--- config.mk ---
export PLATFORM = sky130hd
export DESIGN_NAME = ysyx_22040931_lsu_flat
export DESIGN_NICKNAME = d
export VERILOG_FILES = /design/src/rtl/ysyx_22040931_lsu_if.sv /design/src/rtl/ysyx_22040931_lsu.sv /design/src/flat_wrapper.sv
export SDC_FILE = /design/constraint.sdc
export NUM_CORES = 1
export LEC_CHECK = 0
export CAP_MARGIN = 20
export CORE_AREA = 2 2 164 166
export CTS_BUF_LIST = sky130_fd_sc_hd__clkbuf_8
export DETAILED_ROUTE_END_ITERATION = 10
export DIE_AREA = 0 0 166 168
export GPL_TIMING_DRIVEN = 0
export PLACE_DENSITY_LB_ADDON = 0.1
export SYNTH_ARGS = -nofsm -noshare
export SYNTH_HDL_FRONTEND = slang
export SYNTH_SLANG_ARGS = --single-unit
--- constraint.sdc ---
create_clock -name clk -period 6.4 [get_ports clk]
set_clock_uncertainty 0.15 [all_clocks]
set_input_delay 0.64 -clock clk [delete_from_list [all_inputs] [get_ports clk]]
set_output_delay 0.64 -clock clk [all_outputs]
set_load 0.1 [all_outputs]
--- src/rtl/ysyx_22040931_lsu_if.sv ---
// Execute-side, memory-side and write-back handshakes of the LSU.
// slave is the LSU view, master is the surrounding pipeline/memory.
interface ysyx_22040931_lsu_if #(
  parameter int ADDR_W = 64
);
  logic              in_valid;
  logic              in_ready;
  logic [2:0]        in_memrop;
  logic [2:0]        in_memwop;
  logic [ADDR_W-1:0] in_addr;
  logic [63:0]       in_wdata;
  logic [4:0]        in_rd;

  logic              mem_req_valid;
  logic              mem_req_ready;
  logic              mem_req_we;
  logic [ADDR_W-1:0] mem_req_addr;
  logic [63:0]       mem_req_wdata;
  logic [7:0]        mem_req_wmask;
  logic              mem_resp_valid;
  logic [63:0]       mem_resp_rdata;

  logic              out_valid;
  logic              out_ready;
  logic [63:0]       out_data;
  logic [4:0]        out_rd;
  logic              out_wen;
  logic              out_misalign;

  modport slave (
    input  in_valid, in_memrop, in_memwop,
    input  in_addr, in_wdata, in_rd,
    output in_ready,
    output mem_req_valid, mem_req_we,
    output mem_req_addr, mem_req_wdata,
    output mem_req_wmask,
    input  mem_req_ready,
    input  mem_resp_valid, mem_resp_rdata,
    output out_valid, out_data, out_rd,
    output out_wen, out_misalign,
    input  out_ready
  );

  modport master (
    output in_valid, in_memrop, in_memwop,
    output in_addr, in_wdata, in_rd,
    input  in_ready,
    input  mem_req_valid, mem_req_we,
    input  mem_req_addr, mem_req_wdata,
    input  mem_req_wmask,
    output mem_req_ready,
    output mem_resp_valid, mem_resp_rdata,
    input  out_valid, out_data, out_rd,
    input  out_wen, out_misalign,
    output out_ready
  );
endinterface

--- src/rtl/ysyx_22040931_lsu.sv ---
// Load/store unit: one memory request per instruction, extended load
// result or store ack to write-back; non-memory ops pass through.
module ysyx_22040931_lsu #(
  parameter int ADDR_W = 64
) (
  input logic clk,
  input logic rst_n,
  ysyx_22040931_lsu_if.slave bus
);

  typedef enum logic [1:0] {
    IDLE,
    REQ,
    WAIT,
    DONE
  } state_t;

  state_t state;
  state_t state_nxt;

  logic [2:0]  rop_q;
  logic [2:0]  off_q;
  logic        is_ld;
  logic        is_st;
  logic [2:0]  off;
  logic [1:0]  sz;
  logic [2:0]  amask;
  logic        mis;
  logic [7:0]  wmask;
  logic [63:0] sh;
  logic [63:0] ld_val;

  assign bus.in_ready      = (state == IDLE);
  assign bus.mem_req_valid = (state == REQ);
  assign bus.out_valid     = (state == DONE);

  // Load wins when both ops are set; 101-111 stores are non-memory.
  always_comb begin
    is_ld = |bus.in_memrop;
    is_st = !is_ld &&
      (bus.in_memwop inside {3'd1, 3'd2, 3'd3, 3'd4});
    off   = bus.in_addr[2:0];
    sz    = 2'd0;
    if (is_ld) begin
      case (bus.in_memrop)
        3'd2, 3'd6: sz = 2'd1;
        3'd3, 3'd7: sz = 2'd2;
        3'd4:       sz = 2'd3;
        default:    sz = 2'd0;
      endcase
    end else if (is_st) begin
      sz = 2'(bus.in_memwop - 3'd1);
    end
    case (sz)
      2'd1:    amask = 3'b001;
      2'd2:    amask = 3'b011;
      2'd3:    amask = 3'b111;
      default: amask = 3'b000;
    endcase
    case (sz)
      2'd1:    wmask = 8'h03 << off;
      2'd2:    wmask = 8'h0F << off;
      2'd3:    wmask = 8'hFF;
      default: wmask = 8'h01 << off;
    endcase
    mis = (is_ld || is_st) && ((off & amask) != 3'b000);
  end

  always_comb begin
    sh     = bus.mem_resp_rdata >> {off_q, 3'b000};
    ld_val = 64'd0;
    case (rop_q)
      3'd1: ld_val = {{56{sh[7]}}, sh[7:0]};
      3'd2: ld_val = {{48{sh[15]}}, sh[15:0]};
      3'd3: ld_val = {{32{sh[31]}}, sh[31:0]};
      3'd4: ld_val = sh;
      3'd5: ld_val = {56'd0, sh[7:0]};
      3'd6: ld_val = {48'd0, sh[15:0]};
      3'd7: ld_val = {32'd0, sh[31:0]};
      default: ld_val = 64'd0;
    endcase
  end

  always_comb begin
    state_nxt = state;
    case (state)
      IDLE:
        if (bus.in_valid)
          state_nxt = ((is_ld || is_st) && !mis)
                    ? REQ : DONE;
      REQ:
        if (bus.mem_req_ready)
          state_nxt = WAIT;
      WAIT:
        if (bus.mem_resp_valid)
          state_nxt = DONE;
      DONE:
        if (bus.out_ready)
          state_nxt = IDLE;
      default: state_nxt = IDLE;
    endcase
  end

  always_ff @(posedge clk or negedge rst_n) begin
    if (!rst_n) state <= IDLE;
    else        state <= state_nxt;
  end

  always_ff @(posedge clk or negedge rst_n) begin
    if (!rst_n) begin
      rop_q             <= 3'd0;
      off_q             <= 3'd0;
      bus.mem_req_we    <= 1'b0;
      bus.mem_req_addr  <= '0;
      bus.mem_req_wdata <= 64'd0;
      bus.mem_req_wmask <= 8'd0;
      bus.out_data      <= 64'd0;
      bus.out_rd        <= 5'd0;
      bus.out_wen       <= 1'b0;
      bus.out_misalign  <= 1'b0;
    end else if (state == IDLE && bus.in_valid) begin
      rop_q             <= is_ld ? bus.in_memrop : 3'd0;
      off_q             <= off;
      bus.mem_req_we    <= is_st;
      bus.mem_req_addr  <= {bus.in_addr[ADDR_W-1:3], 3'b000};
      bus.mem_req_wdata <= is_st
        ? (bus.in_wdata << {off, 3'b000}) : 64'd0;
      bus.mem_req_wmask <= is_st ? wmask : 8'd0;
      bus.out_data      <= (is_ld || is_st)
        ? 64'd0 : 64'(bus.in_addr);
      bus.out_rd        <= bus.in_rd;
      bus.out_wen       <= !is_st && !mis;
      bus.out_misalign  <= mis;
    end else if (state == WAIT && bus.mem_resp_valid) begin
      if (rop_q != 3'd0)
        bus.out_data <= ld_val;
    end
  end

endmodule

--- src/flat_wrapper.sv ---
// flat-port wrapper written by rule: the top's interface ports become plain ports
module ysyx_22040931_lsu_flat 
#(
  parameter int ADDR_W = 64
)
  (clk, rst_n, bus_in_valid, bus_in_memrop, bus_in_memwop, bus_in_addr, bus_in_wdata, bus_in_rd, bus_in_ready, bus_mem_req_valid, bus_mem_req_we, bus_mem_req_addr, bus_mem_req_wdata, bus_mem_req_wmask, bus_mem_req_ready, bus_mem_resp_valid, bus_mem_resp_rdata, bus_out_valid, bus_out_data, bus_out_rd, bus_out_wen, bus_out_misalign, bus_out_ready);
  ysyx_22040931_lsu_if #(.ADDR_W(ADDR_W)) bus_i ();
  input logic clk;
  input logic rst_n;
  input wire logic [$bits(bus_i.in_valid)-1:0] bus_in_valid;
  input wire logic [$bits(bus_i.in_memrop)-1:0] bus_in_memrop;
  input wire logic [$bits(bus_i.in_memwop)-1:0] bus_in_memwop;
  input wire logic [$bits(bus_i.in_addr)-1:0] bus_in_addr;
  input wire logic [$bits(bus_i.in_wdata)-1:0] bus_in_wdata;
  input wire logic [$bits(bus_i.in_rd)-1:0] bus_in_rd;
  output wire logic [$bits(bus_i.in_ready)-1:0] bus_in_ready;
  output wire logic [$bits(bus_i.mem_req_valid)-1:0] bus_mem_req_valid;
  output wire logic [$bits(bus_i.mem_req_we)-1:0] bus_mem_req_we;
  output wire logic [$bits(bus_i.mem_req_addr)-1:0] bus_mem_req_addr;
  output wire logic [$bits(bus_i.mem_req_wdata)-1:0] bus_mem_req_wdata;
  output wire logic [$bits(bus_i.mem_req_wmask)-1:0] bus_mem_req_wmask;
  input wire logic [$bits(bus_i.mem_req_ready)-1:0] bus_mem_req_ready;
  input wire logic [$bits(bus_i.mem_resp_valid)-1:0] bus_mem_resp_valid;
  input wire logic [$bits(bus_i.mem_resp_rdata)-1:0] bus_mem_resp_rdata;
  output wire logic [$bits(bus_i.out_valid)-1:0] bus_out_valid;
  output wire logic [$bits(bus_i.out_data)-1:0] bus_out_data;
  output wire logic [$bits(bus_i.out_rd)-1:0] bus_out_rd;
  output wire logic [$bits(bus_i.out_wen)-1:0] bus_out_wen;
  output wire logic [$bits(bus_i.out_misalign)-1:0] bus_out_misalign;
  input wire logic [$bits(bus_i.out_ready)-1:0] bus_out_ready;
  assign bus_i.in_valid = bus_in_valid;
  assign bus_i.in_memrop = bus_in_memrop;
  assign bus_i.in_memwop = bus_in_memwop;
  assign bus_i.in_addr = bus_in_addr;
  assign bus_i.in_wdata = bus_in_wdata;
  assign bus_i.in_rd = bus_in_rd;
  assign bus_in_ready = bus_i.in_ready;
  assign bus_mem_req_valid = bus_i.mem_req_valid;
  assign bus_mem_req_we = bus_i.mem_req_we;
  assign bus_mem_req_addr = bus_i.mem_req_addr;
  assign bus_mem_req_wdata = bus_i.mem_req_wdata;
  assign bus_mem_req_wmask = bus_i.mem_req_wmask;
  assign bus_i.mem_req_ready = bus_mem_req_ready;
  assign bus_i.mem_resp_valid = bus_mem_resp_valid;
  assign bus_i.mem_resp_rdata = bus_mem_resp_rdata;
  assign bus_out_valid = bus_i.out_valid;
  assign bus_out_data = bus_i.out_data;
  assign bus_out_rd = bus_i.out_rd;
  assign bus_out_wen = bus_i.out_wen;
  assign bus_out_misalign = bus_i.out_misalign;
  assign bus_i.out_ready = bus_out_ready;
  ysyx_22040931_lsu #(.ADDR_W(ADDR_W)) u_core (.clk(clk), .rst_n(rst_n), .bus(bus_i));
endmodule
======== Word level (Yosys, flattened, before mapping) ========
Index checks and enable logic that the tools add are counted.
storage, ports and cells
  logic and storage cells ................. 84
  register bits after elaboration ......... 213
  input port bits ......................... 209
  output and inout port bits .............. 211
cells by class
  equal/unequal tests ..................... 26
  add/sub/neg operators ................... 1
  mux-type cells .......................... 19
  reduce and logical (&&, ||, !) cells .... 21
  shift operators ......................... 5
  bitwise operators ....................... 1
operators by type and width
  operator                                               number
  case mux 64 bit (7 select lines)                       1
  two-way mux 64 bit                                     5
  << shifter 64 x 6 -> 64 bit                            1
  >> shifter 64 x 6 -> 64 bit                            1
  == test 3 bit, second input constant                   8
  case mux 8 bit (3 select lines)                        1
  == test 3 x 2 -> 1 bit, second input constant          6
  two-way mux 2 bit                                      7
  case mux 3 bit (3 select lines)                        1
  == test 2 bit, second input constant                   4
  two-way mux 8 bit                                      1
  case mux 2 bit (4 select lines)                        1
  << shifter 1 x 3 -> 8 bit, first input constant        1
  << shifter 2 x 3 -> 8 bit, first input constant        1
  << shifter 4 x 3 -> 8 bit, first input constant        1
  == test 3 x 1 -> 1 bit, second input constant          2
  logical AND 1 bit                                      6
  case mux 2 bit (3 select lines)                        1
  nonzero test 3 bit                                     2
  == test 2 x 1 -> 1 bit, second input constant          2
  inequality test 2 x 1 -> 1 bit, second input constant  2
  inequality test 2 bit, second input constant           2
  AND reduction 4 bit                                    1
  nonzero test 2 bit                                     2
  other kinds (10)                                       13

======== Depth between registers and ports, before layout ========
  depth after elaboration ................. 15
  mapped depth ............................ 14
  gate-level depth less buffers ........... 13

======== Least setup slack after synthesis ========
OpenSTA, ideal clock, no wires.
  path type ............................... input -> register
  start ................................... in bus_in_memwop[0]
  end ..................................... reg u_core.state[1]
  arrival ................................. 2.712 ns
  buffers on the path ..................... 1
  path slack .............................. 3.414 ns
  data required time ...................... 6.125 ns
  stages on the path ...................... 13
  library setup time ...................... 0.125 ns
  path through ............................ ha_1 > nor4_4 > nor3_1 > nor2_1 > nor3_1 > a21o_1 > ha_1 > clkbuf_1 > a21oi_1 > o22ai_1 > nor2_1 > a21oi_1 > mux2_2
on the way
  longest elaborated chain between the ends .. 15
  elaborated cells between the ends (all ways) .. 22
  classes of those cells .................. add/sub (1); eq/ne (7); mux (6); bitwise (1); reduce/logical (7)
ends and longest elaborated chain
  what                                                            line                      source
  start: declaration                                              flat_wrapper.sv:12        input wire logic [$bits(bus_i.in_memwop)-1:0] bus_in_memwop;
  == test 3 x 1 -> 1 bit (tied with other cells)                  ysyx_22040931_lsu.sv:41   (bus.in_memwop inside {3'd1, 3'd2, 3'd3, 3'd4});
  nonzero test 4 bit                                              ysyx_22040931_lsu.sv:41
  logical AND 1 bit                                               ysyx_22040931_lsu.sv:40   is_st = !is_ld &&
  two-way mux 2 bit                                               ysyx_22040931_lsu.sv:51   end else if (is_st) begin
  two-way mux 2 bit                                               ysyx_22040931_lsu.sv:44   if (is_ld) begin
  == test 2 bit / == test 2 x 1 -> 1 bit (equally long branches)  ysyx_22040931_lsu.sv:54   case (sz)
  case mux 3 bit (3 select lines)                                 ysyx_22040931_lsu.sv:54
  bitwise AND 3 bit                                               ysyx_22040931_lsu.sv:66   mis = (is_ld || is_st) && ((off & amask) != 3'b000);
  nonzero test 3 bit                                              ysyx_22040931_lsu.sv:66
  logical AND 1 bit                                               ysyx_22040931_lsu.sv:66
  logical NOT 1 bit                                               ysyx_22040931_lsu.sv:89   state_nxt = ((is_ld || is_st) && !mis)
  logical AND 1 bit (*)                                           ysyx_22040931_lsu.sv:89
  two-way mux 2 bit (*)                                           ysyx_22040931_lsu.sv:90   ? REQ : DONE;
  two-way mux 2 bit (*)                                           ysyx_22040931_lsu.sv:88   if (bus.in_valid)
  case mux 2 bit (4 select lines) (*)                             ysyx_22040931_lsu.sv:86   case (state)
  end signal: assignment                                          ysyx_22040931_lsu.sv:106  else state <= state_nxt;
  end: declaration                                                ysyx_22040931_lsu.sv:18   state_t state;
Every way passes the cells marked *; elsewhere a longest branch is shown, timed or not. The select of a mux whose other input is x is not followed.
A chain may end at the register's enable or synchronous reset.

======== Worst setup path in the final report ========
  start ................................... reg u_core.state[0]
  end ..................................... reg u_core.bus.out_data[46]
on the way
  longest elaborated chain between the ends .. 4
  elaborated cells between the ends (all ways) .. 8
  classes of those cells .................. eq/ne (1); mux (1); reduce/logical (6)
ends and longest elaborated chain
  what                                                       line                                                source
  == test 2 bit / logical NOT 2 bit (equally long branches)  ysyx_22040931_lsu.sv:134, ysyx_22040931_lsu.sv:121
  logical AND 1 bit (on tied branches)                       ysyx_22040931_lsu.sv:134, ysyx_22040931_lsu.sv:121
  nonzero test 2 bit (no source line)                        -
  AND reduction 2 bit (no source line)                       -
  end signal: assignment                                     ysyx_22040931_lsu.sv:129                            bus.out_data <= (is_ld || is_st)
  end signal: assignment                                     ysyx_22040931_lsu.sv:136                            bus.out_data <= ld_val;
  end: declaration                                           ysyx_22040931_lsu_if.sv:39                          output out_valid, out_data, out_rd,
Several ways; a longest one is shown, not always the timed one.

==> results.ini <==
[floorplanning]
coreArea_mm2=0.0264
rows=60
dieArea_mm2=0.0279
initial_core_util_pct=47.9
die_h_um=168
io_pins=420
die_x_um=166

[critical_path]
crit_end=u_core.bus.out_data[46]
crit_path_start_kind=flop
arrival_ns=3.81
endpoint_kind=flop
crit_top_cell=clkbuf_1
rrSetupSlack_ns=2.89
worstSetupPathType=flop to flop
slowest_delay_ns=0.68
r2r_end=u_core.bus.out_data[46]
path_cells=inv_1, ha_1, nand2_1, buf_1, clkbuf_1, clkbuf_1, o21ai_0, a22oi_1
worstPathMaxFanout=10
crit_start=u_core.state[0]
cpMaxStageDelayCell=clkbuf_1
worstPathRequired_ns=6.70
worstReg2RegStart=u_core.state[0]
worstRegToRegCells=8

[yosys]
synth_top_cell_by_area=dfrtp_1
syn_avg_cell_area_um2=9.16
ys.flop_type=dfrtp_1
ys_ff_latch=213
syn_area_mm2=0.0126
yosysMostFrequentCell=nand2_1
ys_types=63
synthTopCellsByArea=dfrtp_1 (42%), nand2_1 (8.8%), mux2i_1 (8.0%)
async_reset_ff_share_pct=100
synth_warnings=0
seq_area_frac_synth_pct=42.3
yosysTopAreaCellShare_pct=42.3
synth_common_cells=nand2_1 (295), dfrtp_1 (213), mux2i_1 (101), o21ai_0 (87), a21oi_1 (77)
synth-edff-count=0
postSynthCellCount=1377

[clocking]
clk_pin_slew_ns=0.07
clock_latency_ns=0.55
post_cts_resized=0
clockBufferDepth=3
cts_inserted_buffers=37
hold_buffers=1
cts-root-buf=clkbuf_8
cts_tree=yes
cts_sinks=213
post_cts_buffers=0
htree_num_levels=2

[cells_and_area]
layoutNonFillerInstCount=2202
drive_above_1_share_pct=10.0
final_nets=2055
fillers=2135
syn2layout_area_growth_pct=42.7

[global_route]
grt_pass1_vias=13400
grt.overflow.total=0
grt_pass1_wl_um=82500
track_usage_pct=38.6
grt_max_degree=122
antenna_found_initial=4

[sta]
min_period_ns=3.51
fin_tns_setup_ns=0
timing.final.hold_violations=0
min_period_over_period_pct=54.9
max_slew_margin_pct=23.7
rsz0062_at_grt=no
fmax_mhz=285
final-max-slew-violation-count=0
setup_viol=0
worst_slew_pin_slew_ns=1.14

[power_and_ir_drop]
switchingPower_mw=6.06
power.share.clock_pct=12.5
peakVddDrop_uv=578
swShare_pct=58.4
power_leakage_nw=7.74
power.share.sequential_pct=20.0
powerDensity_mw_per_mm2=577
intPower_mw=4.32
pwr-share-comb_pct=67.5

[placement]
dpl.hpwl_um=42600
place.gp.congestion=1.01
dp.cells=2135
io_buffers=414

[detailed_routing]
drtAntennaViolNets=0
routed_via_density=6.12
dr.pass1.iters=7
drc=0
postRouteWirelength_um=55300
initialDrtViolationCount=1463
num_vias=13500
avgRoutedWirePerCell_um=25.1

[hold_path]
whs_path_depth=2
hp-class=flop to flop

[job]
maxCapViolCount=0

[outcome]
status=finished, final reports clean

-- worst min path at each step --
| stage | slack, ns | endpoint | from |
|---|---|---|---|
| floorplan | 0.19 | u_core.bus.mem_req_addr[10] | rst_n |
| finish | 0.32 | u_core.bus.mem_req_addr[5] | u_core.bus.mem_req_addr[5] |
| detailed placement | 0.31 | u_core.bus.mem_req_addr[15] | u_core.bus.mem_req_addr[15] |
| global route | 0.34 | u_core.bus.mem_req_addr[15] | u_core.bus.mem_req_addr[15] |
| global placement | 0.31 | u_core.bus.out_misalign | u_core.bus.out_misalign |
| CTS | 0.33 | u_core.bus.mem_req_addr[15] | u_core.bus.mem_req_addr[15] |
-- state kept, by name, indices dropped and copies added, names as in the netlist --
register	count
u_core.bus.mem_req_addr	61
u_core.bus.mem_req_wdata	64
u_core.bus.mem_req_we	1
u_core.bus.mem_req_wmask	8
u_core.bus.out_data	64
u_core.bus.out_misalign	1
u_core.bus.out_rd	5
u_core.bus.out_wen	1
u_core.off_q	3
u_core.rop_q	3
u_core.state	2
-- layer usage --
metal	GRT usage (%)	vias up	part of all wire, %
met2	64.0	826	47
met5	0	-	0.024
met1	47.6	6583	38
li1	-	5889	-
met4	20.6	2	5.7
met3	7.97	177	8.8
-- power by group through the flow --
stage	logic (mW)	clock network [mW]	registers, mW
global placement	6.89	0	2.08
global route	7.25	1.35	2.13
floorplan	2.03	0	5.09
CTS	6.97	1.30	2.07
detailed placement	6.94	0	2.09
finish	7.01	1.29	2.08
-- area by class of cell --
| type | count | area [um^2] | area share [%] |
|---|---|---|---|
| flip-flops and latches | 213 | 5330 | 29.6 |
| inverters | 24 | 91.3 | 0.508 |
| clock buffers | 48 | 661 | 3.67 |
| diodes | 3 | 7.51 | 0.0417 |
| well taps | 341 | 427 | 2.37 |
| plain buffers | 116 | 537 | 2.98 |
| clock inverters | 15 | 92.6 | 0.515 |
| multi-input cells | 1026 | 6660 | 37.0 |
| repair buffers | 416 | 4190 | 23.3 |
-- cells by family (layout without fill, tap and decap cells) --
| kind of cell | Yosys count | after routing | synth area share [%] |
|---|---|---|---|
| other cells | 1 | 6 | 0.0297 |
| compound gates | 393 | 393 | 22.4 |
| mux | 146 | 146 | 12.6 |
| simple gates | 472 | 472 | 16.6 |
| flops | 213 | 213 | 42.3 |
| buf+inv | 140 | 619 | 4.98 |
| fa+ha+maj | 12 | 12 | 1.19 |
-- placed cells by master, fill, tap and decap left out, types with 5 or more instances in the layout --
cell type        Yosys  final
a211oi_1            24     24
a211oi_2            24     24
a21oi_1             77     77
a221oi_1             7      7
a22o_1              33     33
a22oi_1             32     32
a32o_1               6      6
buf_1               12     12
buf_2               23     23
buf_4                9      9
buf_6                5      5
clkbuf_1            66     66
clkbuf_8             0     48
clkdlybuf4s50_1      0    413
dfrtp_1            213    213
ha_1                12     12
inv_1               22     32
mux2_2              38     38
mux2i_1            101    101
mux4_2               6      6
nand2_1            295    295
nand2b_1             6      6
nand3_1             20     20
nand3b_1            14     14
nor2_1              68     68
nor2b_1             15     15
nor3_1              33     33
o211ai_1            10     10
o21a_1               5      5
o21ai_0             87     87
o221ai_1            16     16
o221ai_2            10     10
o22a_1               6      6
o22ai_1             36     36
-- stage by stage --
stage	utilization, %	total power, mW	cell area (um^2)	hold WS (ns)	setup WS [ns]
after floorplan	-	7.12	12600	0.194	3.41
after global routing	68.3	10.7	18000	0.345	2.78
after global placement	65.2	8.97	17200	0.305	-4.48
after CTS	68.2	10.3	18000	0.326	3.02
final	68.3	10.4	18000	0.325	2.89
after detailed placement	65.4	9.04	17200	0.311	2.56
-- worst max-delay path, delay by kind of cell, from the launching register on --
kind            cells  cell delay [ns]
buf+inv             4             1.96
fa+ha+maj           1             0.29
compound gates      2             0.38
flops               1             0.40
simple gates        1             0.22
(Power assumes the default switching activity.)
